File: src/rtl/cfg_apb_bridge_pkg.sv
// Shared types and constants for the uCode sequencer config-port bridge.
// Holds the word/address types, the accelerator APB window base and the config error pattern.
package cfg_apb_bridge_pkg;

   localparam int unsigned WORD_W     = 32;
   localparam int unsigned CFG_ADDR_W = 16;

   typedef logic [WORD_W-1:0]     word_t;
   typedef logic [CFG_ADDR_W-1:0] cfg_addr_t;

   localparam logic [31:0] ACCEL_APB_BASE_ADDR = 32'h1A40_0000;

   // The config unit returns this on internal faults; the bridge treats it as ordinary data.
   localparam word_t CFG_ERR_PATTERN = 32'hdeadda7a;

   function automatic int unsigned timeout_cnt_width(input int unsigned cycles);
      return $clog2(cycles + 1);
   endfunction

endpackage

File: src/rtl/cfg_apb_bridge_if.sv
// Bus bundles for the bridge: an APB3 completer-side interface and the req/gnt/rvalid config port.
// The bridge uses apb.slave and cfg.master; the bench takes the opposite modports.
interface cfg_apb_bridge_apb_if #(
   parameter int unsigned ADDR_WIDTH = 32
);
   import cfg_apb_bridge_pkg::*;

   logic                  psel;
   logic                  penable;
   logic                  pwrite;
   logic [ADDR_WIDTH-1:0] paddr;
   word_t                 pwdata;
   word_t                 prdata;
   logic                  pready;
   logic                  pslverr;

   modport master (
      output psel, penable, pwrite, paddr, pwdata,
      input  prdata, pready, pslverr
   );

   modport slave (
      input  psel, penable, pwrite, paddr, pwdata,
      output prdata, pready, pslverr
   );

endinterface

interface cfg_apb_bridge_cfg_if;
   import cfg_apb_bridge_pkg::*;

   logic      req;
   logic      gnt;
   logic      wen;
   cfg_addr_t addr;
   word_t     wdata;
   word_t     rdata;
   logic      rvalid;

   modport master (
      output req, wen, addr, wdata,
      input  gnt, rdata, rvalid
   );

   modport slave (
      input  req, wen, addr, wdata,
      output gnt, rdata, rvalid
   );

endinterface

File: src/rtl/cfg_apb_bridge.sv
// APB3 completer that turns each transfer into one req/gnt/rvalid config transaction,
// with window/alignment checking and a grant/response timeout reported via pslverr.
module cfg_apb_bridge
   import cfg_apb_bridge_pkg::*;
#(
   parameter int unsigned                APB_ADDR_WIDTH = 32,
   parameter int unsigned                CFG_ADDR_WIDTH = CFG_ADDR_W,
   parameter logic [APB_ADDR_WIDTH-1:0]  WINDOW_BASE    = APB_ADDR_WIDTH'(ACCEL_APB_BASE_ADDR),
   parameter int unsigned                TIMEOUT_CYCLES = 15
) (
   input  logic                   clk_i,
   input  logic                   rst_ni,
   cfg_apb_bridge_apb_if.slave    apb,
   cfg_apb_bridge_cfg_if.master   cfg
);

   localparam int unsigned CNT_W = timeout_cnt_width(TIMEOUT_CYCLES);
   localparam logic [CNT_W-1:0] TIMEOUT_LIM = CNT_W'(TIMEOUT_CYCLES);

   typedef enum logic [1:0] {
      IDLE,
      REQ,
      RD_WAIT,
      DONE
   } state_t;

   state_t           state_q;
   logic             req_q;
   logic             err_q;
   logic             write_q;
   cfg_addr_t        addr_q;
   word_t            wdata_q;
   word_t            prdata_q;
   logic [CNT_W-1:0] cnt_q;
   logic [CNT_W-1:0] cnt_inc;
   logic             addr_ok;
   logic             setup;

   assign setup = apb.psel && !apb.penable;

   assign addr_ok = (apb.paddr[APB_ADDR_WIDTH-1:CFG_ADDR_WIDTH] ==
                     WINDOW_BASE[APB_ADDR_WIDTH-1:CFG_ADDR_WIDTH]) &&
                    (apb.paddr[1:0] == 2'b00);

   // Saturating so a stuck counter can never wrap back below the limit.
   always_comb begin
      cnt_inc = cnt_q;
      if (cnt_q != TIMEOUT_LIM) begin
         cnt_inc = cnt_q + CNT_W'(1);
      end
   end

   always_ff @(posedge clk_i or negedge rst_ni) begin
      if (!rst_ni) begin
         state_q  <= IDLE;
         req_q    <= 1'b0;
         err_q    <= 1'b0;
         write_q  <= 1'b0;
         addr_q   <= '0;
         wdata_q  <= '0;
         prdata_q <= '0;
         cnt_q    <= '0;
      end else begin
         case (state_q)
            IDLE: begin
               if (setup) begin
                  addr_q  <= cfg_addr_t'(apb.paddr[CFG_ADDR_WIDTH-1:0]);
                  wdata_q <= apb.pwdata;
                  write_q <= apb.pwrite;
                  cnt_q   <= '0;
                  if (addr_ok) begin
                     state_q <= REQ;
                     req_q   <= 1'b1;
                     err_q   <= 1'b0;
                  end else begin
                     state_q <= DONE;
                     err_q   <= 1'b1;
                  end
               end
            end

            REQ: begin
               if (cfg.gnt) begin
                  req_q <= 1'b0;
                  cnt_q <= '0;
                  if (write_q) begin
                     state_q <= DONE;
                     err_q   <= 1'b0;
                  end else begin
                     state_q <= RD_WAIT;
                  end
               end else begin
                  cnt_q <= cnt_inc;
                  if (cnt_inc == TIMEOUT_LIM) begin
                     req_q   <= 1'b0;
                     state_q <= DONE;
                     err_q   <= 1'b1;
                  end
               end
            end

            RD_WAIT: begin
               if (cfg.rvalid) begin
                  prdata_q <= cfg.rdata;
                  err_q    <= 1'b0;
                  state_q  <= DONE;
               end else begin
                  cnt_q <= cnt_inc;
                  if (cnt_inc == TIMEOUT_LIM) begin
                     prdata_q <= '0;
                     err_q    <= 1'b1;
                     state_q  <= DONE;
                  end
               end
            end

            DONE: begin
               // Leaves on completion or when the requester drops psel mid-transfer.
               if (!apb.psel || apb.penable) begin
                  state_q <= IDLE;
               end
            end

            default: begin
               state_q <= IDLE;
               req_q   <= 1'b0;
            end
         endcase
      end
   end

   assign cfg.req     = req_q;
   assign cfg.wen     = !write_q;
   assign cfg.addr    = addr_q;
   assign cfg.wdata   = wdata_q;

   assign apb.prdata  = prdata_q;
   assign apb.pready  = (state_q == DONE) && apb.psel && apb.penable;
   assign apb.pslverr = err_q && apb.pready;

endmodule
File: src/flat_wrapper.sv
// flat-port wrapper written by rule: the top's interface ports become plain ports
module cfg_apb_bridge_flat import cfg_apb_bridge_pkg::*;
#(
   parameter int unsigned                APB_ADDR_WIDTH = 32,
   parameter int unsigned                CFG_ADDR_WIDTH = CFG_ADDR_W,
   parameter logic [APB_ADDR_WIDTH-1:0]  WINDOW_BASE    = APB_ADDR_WIDTH'(ACCEL_APB_BASE_ADDR),
   parameter int unsigned                TIMEOUT_CYCLES = 15
)
  (clk_i, rst_ni, apb_psel, apb_penable, apb_pwrite, apb_paddr, apb_pwdata, apb_prdata, apb_pready, apb_pslverr, cfg_req, cfg_wen, cfg_addr, cfg_wdata, cfg_gnt, cfg_rdata, cfg_rvalid);
  cfg_apb_bridge_apb_if apb_i ();
  cfg_apb_bridge_cfg_if cfg_i ();
  input  logic clk_i;
  input  logic rst_ni;
  input wire logic [$bits(apb_i.psel)-1:0] apb_psel;
  input wire logic [$bits(apb_i.penable)-1:0] apb_penable;
  input wire logic [$bits(apb_i.pwrite)-1:0] apb_pwrite;
  input wire logic [$bits(apb_i.paddr)-1:0] apb_paddr;
  input wire logic [$bits(apb_i.pwdata)-1:0] apb_pwdata;
  output wire logic [$bits(apb_i.prdata)-1:0] apb_prdata;
  output wire logic [$bits(apb_i.pready)-1:0] apb_pready;
  output wire logic [$bits(apb_i.pslverr)-1:0] apb_pslverr;
  output wire logic [$bits(cfg_i.req)-1:0] cfg_req;
  output wire logic [$bits(cfg_i.wen)-1:0] cfg_wen;
  output wire logic [$bits(cfg_i.addr)-1:0] cfg_addr;
  output wire logic [$bits(cfg_i.wdata)-1:0] cfg_wdata;
  input wire logic [$bits(cfg_i.gnt)-1:0] cfg_gnt;
  input wire logic [$bits(cfg_i.rdata)-1:0] cfg_rdata;
  input wire logic [$bits(cfg_i.rvalid)-1:0] cfg_rvalid;
  assign apb_i.psel = apb_psel;
  assign apb_i.penable = apb_penable;
  assign apb_i.pwrite = apb_pwrite;
  assign apb_i.paddr = apb_paddr;
  assign apb_i.pwdata = apb_pwdata;
  assign apb_prdata = apb_i.prdata;
  assign apb_pready = apb_i.pready;
  assign apb_pslverr = apb_i.pslverr;
  assign cfg_req = cfg_i.req;
  assign cfg_wen = cfg_i.wen;
  assign cfg_addr = cfg_i.addr;
  assign cfg_wdata = cfg_i.wdata;
  assign cfg_i.gnt = cfg_gnt;
  assign cfg_i.rdata = cfg_rdata;
  assign cfg_i.rvalid = cfg_rvalid;
  cfg_apb_bridge #(.APB_ADDR_WIDTH(APB_ADDR_WIDTH), .CFG_ADDR_WIDTH(CFG_ADDR_WIDTH), .WINDOW_BASE(WINDOW_BASE), .TIMEOUT_CYCLES(TIMEOUT_CYCLES)) u_core (.clk_i(clk_i), .rst_ni(rst_ni), .apb(apb_i), .cfg(cfg_i));
endmodule
File: config.mk
export PLATFORM = sky130hd
export DESIGN_NAME = cfg_apb_bridge_flat
export DESIGN_NICKNAME = d
export VERILOG_FILES = /design/src/rtl/cfg_apb_bridge_pkg.sv /design/src/rtl/cfg_apb_bridge_if.sv /design/src/rtl/cfg_apb_bridge.sv /design/src/flat_wrapper.sv
export SDC_FILE = /design/constraint.sdc
export NUM_CORES = 1
export LEC_CHECK = 0
export ABC_AREA = 1
export CAP_MARGIN = 20
export CORE_MARGIN = 5
export CORE_UTILIZATION = 37
export CTS_CLUSTER_SIZE = 28
export DETAILED_ROUTE_END_ITERATION = 6
export PLACE_DENSITY = 0.77
export RECOVER_POWER = 25
export SYNTH_ARGS = -nofsm -noshare
export SYNTH_HDL_FRONTEND = slang
export SYNTH_SLANG_ARGS = --single-unit
export TNS_END_PERCENT = 100
File: constraint.sdc
create_clock -name clk_i -period 1.6 [get_ports clk_i]
set_input_delay 0.32 -clock clk_i [delete_from_list [all_inputs] [get_ports clk_i]]
set_output_delay 0.32 -clock clk_i [all_outputs]
set_load 0.005 [all_outputs]
Yosys cells after proc, flatten, opt, wreduce, memory -nomap -nowiden
Cells that the tools add are included.

operators by class
  add/subtract/negate cells = 1
  eq/ne operators = 12
  mux-type cells = 27
  reduce and logical (&&, ||, !) cells = 20

operators with widths
  operator                                                number
  2-to-1 mux 32 bit                                       2
  equality test 16 x 13 -> 1 bit (second input constant)  1
  2-to-1 mux 4 bit                                        4
  2-to-1 mux 2 bit                                        6
  case mux 4 bit (3 select lines)                         1
  2-to-1 mux 1 bit                                        11
  case mux 2 bit (4 select lines)                         1
  != test 2 x 1 -> 1 bit (second input constant)          3
  != test 3 x 2 -> 1 bit (second input constant)          2
  AND reduction 2 bit                                     3
  AND reduction 3 bit                                     2
  logical AND 1 bit                                       5
  adder 4 x 1 -> 4 bit (second input constant)            1
  equality test 2 bit (second input constant)             2
  equality test 4 bit (second input constant)             1
  zero test 2 bit                                         2
  != test 4 bit (second input constant)                   1
  AND reduction 4 bit                                     1
  nonzero test 2 bit                                      2
  zero test 1 bit                                         3
  case mux 1 bit (3 select lines)                         1
  nonzero test 3 bit                                      1
  equality test 2 x 1 -> 1 bit (second input constant)    1
  != test 2 bit (second input constant)                   1
  other kinds (2)                                         2

storage, ports and cells
  flip-flop bits (word level) = 89
  input port bits = 103
  output and inout bits = 84
  logic and storage cells = 68

Logic depth before layout (Yosys ltp)
  depth in word-level cells = 6
  depth in mapped cells = 12
  depth with buffers taken out = 12

Worst setup path after synthesis
OpenSTA, ideal clock, no wires.

  path kind = reg-to-reg
  start = reg u_core.cnt_q[0]
  end = reg u_core.prdata_q[10] (netlist: u_core.apb.prdata[10])
  setup time = 0.118 ns
  arrival time = 1.503 ns
  data required time = 1.482 ns
  setup slack = -0.021 ns
  stages on the path, launching flop included = 11
  buffers on the path = 1
  period minus slack after synthesis = 1.621 ns
  cells stage by stage = dfrtp_1 ha_1 nand2_1 inv_1 nor2_1 nor2_1 nor2_1 nand2_2 o21ai_4 buf_6 o21ai_2

on the way
  cells in the longest elaborated chain, start to end = 5
  elaborated cells on any way between the ends = 6
  those cells by class = add/sub (1); eq/ne (2); mux (1); reduce/logical (2)

RTL lines
  element                                                       line                                        source
  start, declared                                               cfg_apb_bridge.sv:34                        logic [CNT_W-1:0] cnt_q;
  start signal, assigned                                        cfg_apb_bridge.sv:93                        cnt_q <= cnt_inc;
  start signal, assigned                                        cfg_apb_bridge.sv:108                       cnt_q <= cnt_inc;
  adder 4 x 1 -> 4 bit / != test 4 bit (equally long branches)  cfg_apb_bridge.sv:49, cfg_apb_bridge.sv:48
  2-to-1 mux 4 bit *                                            cfg_apb_bridge.sv:48                        if (cnt_q != TIMEOUT_LIM) begin
  equality test 4 bit *                                         cfg_apb_bridge.sv:109                       if (cnt_inc == TIMEOUT_LIM) begin
  nonzero test 2 bit (no source line) *                         -
  AND reduction 2 bit (no source line) *                        -
  end signal, assigned                                          cfg_apb_bridge.sv:104                       prdata_q <= cfg.rdata;
  end, declared                                                 cfg_apb_bridge.sv:33                        word_t prdata_q;

Every way passes the cells marked *; elsewhere a longest branch is shown, timed or not.
A chain may end at the register's enable or synchronous reset.

Worst setup path after layout
  start = reg u_core.cnt_q[0]
  end = reg u_core.prdata_q[29] (netlist: u_core.apb.prdata[29])

Same word-level chain as after synthesis.

==> flow_summary.toml <==
[run_status]
status = "complete, but fails checks"
violations = "negative setup slack"

[timing]
hold_viol_final = 0
fin_worst_skew_ns = 0.01412
timing.slew.headroom_pct = 46.34
fin_crit_ns = 1.714
setup_violations = 33
report.final.slew_viol_count = 0
fin_crit_sh_pct = 107.1
rsz0062_at_grt = "true"
worst_slew_pin_slew_ns = 0.8049
setup_ws_ns = -0.1137
max_freq_ghz = 0.5835

[finish]
synthToLayoutAreaGrowth_pct = 72.22
layout.cells.non_filler = 716
fin_nets = 684
antenna_cells = 0
drive_gt1_share_pct = 24.31

[detailed_routing]
first_pass_iters = 5
wl_per_cell_um = 15.26
post_drt_via_cell_ratio = 4.595
dr.first_iter.drc_count = 130
routed_wl_mm = 10.93
antenna_left = 0
drcViolationCount = 0
vias = 3290

[die]
fp.dieW_um = 111.5
initial_utilization_pct = 37.41
std_cell_rows = 37
ios = 187
die_area_mm2 = 0.01243
core_mm2 = 0.01018
die_y_um = 111.5

[logic_synthesis]
synth_top_family_by_area = "multiplexers"
seq_area_frac_synth_pct = 58.46
avgSynthCellArea_um2 = 10.73
yosys.area.top_type_share_pct = 58.46
netlist_instances = 355
synthXorXnorAreaFrac_pct = 0
synth-seq-cells = 89
syn-num-nets = 464
synth_compound_area_share_pct = 8.276
ys_top_cells_by_area = "dfrtp_1 (58%), mux2_2 (14%), nand2_1 (6.0%)"
synthSimpleGateAreaFrac_pct = 10.34
synth-async-reset-ratio_pct = 100.0
synth_area_leader_cell = "dfrtp_1"
syn-cell-area_mm2 = 0.003810
synth.area.mux_share_pct = 13.60
synthAdderAreaFrac_pct = 1.970
synth.distinct_cells = 23
yosys_warnings = 0
synth-edff-count = 0
ys.flop_type = "dfrtp_1"

[setup_path]
cp.required_ns = 1.82
reg2reg_slack_ns = -0.11
cp-end-kind = "flop"
crit_fanout = 7
crit_type = "flop to flop"
cp.arrival_ns = 1.94
worstReg2RegEnd = "u_core.apb.prdata[29]"
rr_startpoint = "u_core.cnt_q[0]"
crit_path_start_kind = "flop"
reg2reg_depth = 11

[clocking]
numClockSinks = 89
cts_tree = "built"
clk_pin_slew_worst_paths_ns = 0.09
h-tree-depth = 3
clock_path_buffers = 2
clk-insertion-delay-late_ns = 0.35
cts-buffers-inserted = 9
root_buffer = "clkbuf_8"

[global_route]
track_usage_pct = 16.78
use_met1_pct = 18.26
use_met2_pct = 28.83
overflow = 0
grt_pass1_wl_mm = 16.96
grt_max_degree = 48
grt_pass1_vias = 3565
gr-usage-met3_pct = 7.065
antenna_found_initial = 0
grt_busiest_layer = "met2"

[place]
portBuffers = 186
dpl_worst_slack_ns = -0.3589
gp_congestion = 0.8447
place_hpwl_mm = 8.012
placedCellCount = 686

[hold_path]
hold_end = "u_core.cfg.addr[0]"
hp-class = "flop to flop"
whs_path_depth = 2
hold_start = "u_core.cfg.addr[0]"

[pwr]
p_leak_nw = 3.174
vdd_drop_max_mv = 0.8483
power.density_mw_per_mm2 = 1640

[run]
drv_cap = 0
[power by group]
group | switching (mW) | leakage, nW | internal (mW)
clock network | 0.816 | 0.102 | 0.746
logic | 2.04 | 1.98 | 3.32
registers | 0.528 | 1.09 | 3.31
[layout make-up]
type / count / area (µm²)
multi-input cells: 199 / 1430
fillers: 793 / 3623
clock buffers: 10 / 127.6
repair buffers: 220 / 2322
well taps: 136 / 170.2
clock inverters: 6 / 73.82
flip-flops and latches: 89 / 2227
inverters: 56 / 210.2
[cells in the mapped netlist (2+ instances only)]
cell type,instances
dfrtp_1,89
nand2_1,61
inv_1,56
mux2_2,46
o21ai_0,27
nor2_1,18
o21ai_2,10
nand3_1,7
ha_1,6
buf_2,5
o22ai_1,5
a21oi_1,4
a31oi_1,4
buf_6,3
clkbuf_1,3
nor3_1,3
nand4_1,2
[registers in the layout, summed over array words and instances (netlist names)]
| register | count |
|---|---|
| u_core.write_q | 1 |
| u_core.apb.prdata | 32 |
| u_core.cfg.req | 1 |
| u_core.cfg.wdata | 32 |
| u_core.cnt_q | 4 |
| u_core.cfg.addr | 16 |
| u_core.state_q | 2 |
| u_core.err_q | 1 |
[routing by layer]
layer  part of all wire, %  vias up  wire (µm)
met2                    51      140       5609
met1                    37     1546       4082
met3                   9.3       16       1012
met5                     0        -          0
met4                   2.0        0        223
li1                      -     1588          -
[critical path, cell delays in order (launching register included)]
cell,delay [ns]
dfrtp_1,0.42
buf_4,0.17
nand2_1,0.06
nor2_1,0.04
nand2_1,0.10
nand2_2,0.09
nor2_2,0.12
nand2_2,0.08
o21ai_4,0.15
buf_6,0.14
clkbuf_16,0.14
o21ai_0,0.08
[cells in the final DEF (no fill, tap or decap), drive strengths merged, types with 3 or more instances in the layout]
master         instances
clkdlybuf4s50        156
dfrtp                 89
nand2                 62
inv                   59
mux2                  46
o21ai                 38
buf                   32
dlymetal6s2s          25
nor2                  19
clkbuf                14
nand3                  8
ha                     6
o22ai                  5
a31oi                  4
a21oi                  4
nor3                   3
[through the flow]
stage | util [%] | instance area, µm² | hold WS (ns) | TNS [ns] | power [mW]
after global placement | 58.78 | 5987 | 0.2872 | -12.12 | 8.646
final | 64.42 | 6561 | 0.4932 | -2.345 | 10.76
after CTS | 62.24 | 6339 | 0.4460 | -2.961 | 10.72
after global routing | 64.42 | 6561 | 0.5159 | -7.331 | 11.52
after detailed placement | 58.78 | 5987 | 0.2947 | -15.25 | 8.822
after floorplan | - | 3812 | 0.02441 | 0 | 5.707
[worst max path at each step]
| stage | from | end | slack, ns | cells after the start |
|---|---|---|---|---|
| final | u_core.cnt_q[0] | u_core.apb.prdata[29] | -0.11 | 11 |
| after floorplan | u_core.cnt_q[0] | u_core.apb.prdata[10] | 0.005 | 9 |
| after global placement | apb_psel | apb_pslverr | -0.32 | 4 |
| after global routing | u_core.cnt_q[0] | u_core.apb.prdata[15] | -0.20 | 11 |
| after CTS | u_core.cnt_q[0] | u_core.apb.prdata[16] | -0.11 | 11 |
| after detailed placement | apb_psel | apb_pslverr | -0.36 | 4 |
[logic make-up after synthesis]
family | Yosys count
buffers and inverters | 67
adders and majority gates | 6
and+or+nand+nor | 96
muxes | 46
AOI/OAI and AO/OA | 51
DFF | 89
[repair_timing]
action                                  in CTS  in global routing
cloned                                       2                  3
setup buffers                                5                  3
pin swaps                                    7                  5
endpoints found under the hold margin       29                  0
endpoints found under the setup margin      44                113
gates resized for setup                     34                 53
hold buffers                                 1                  0
(Power assumes the default switching activity.)
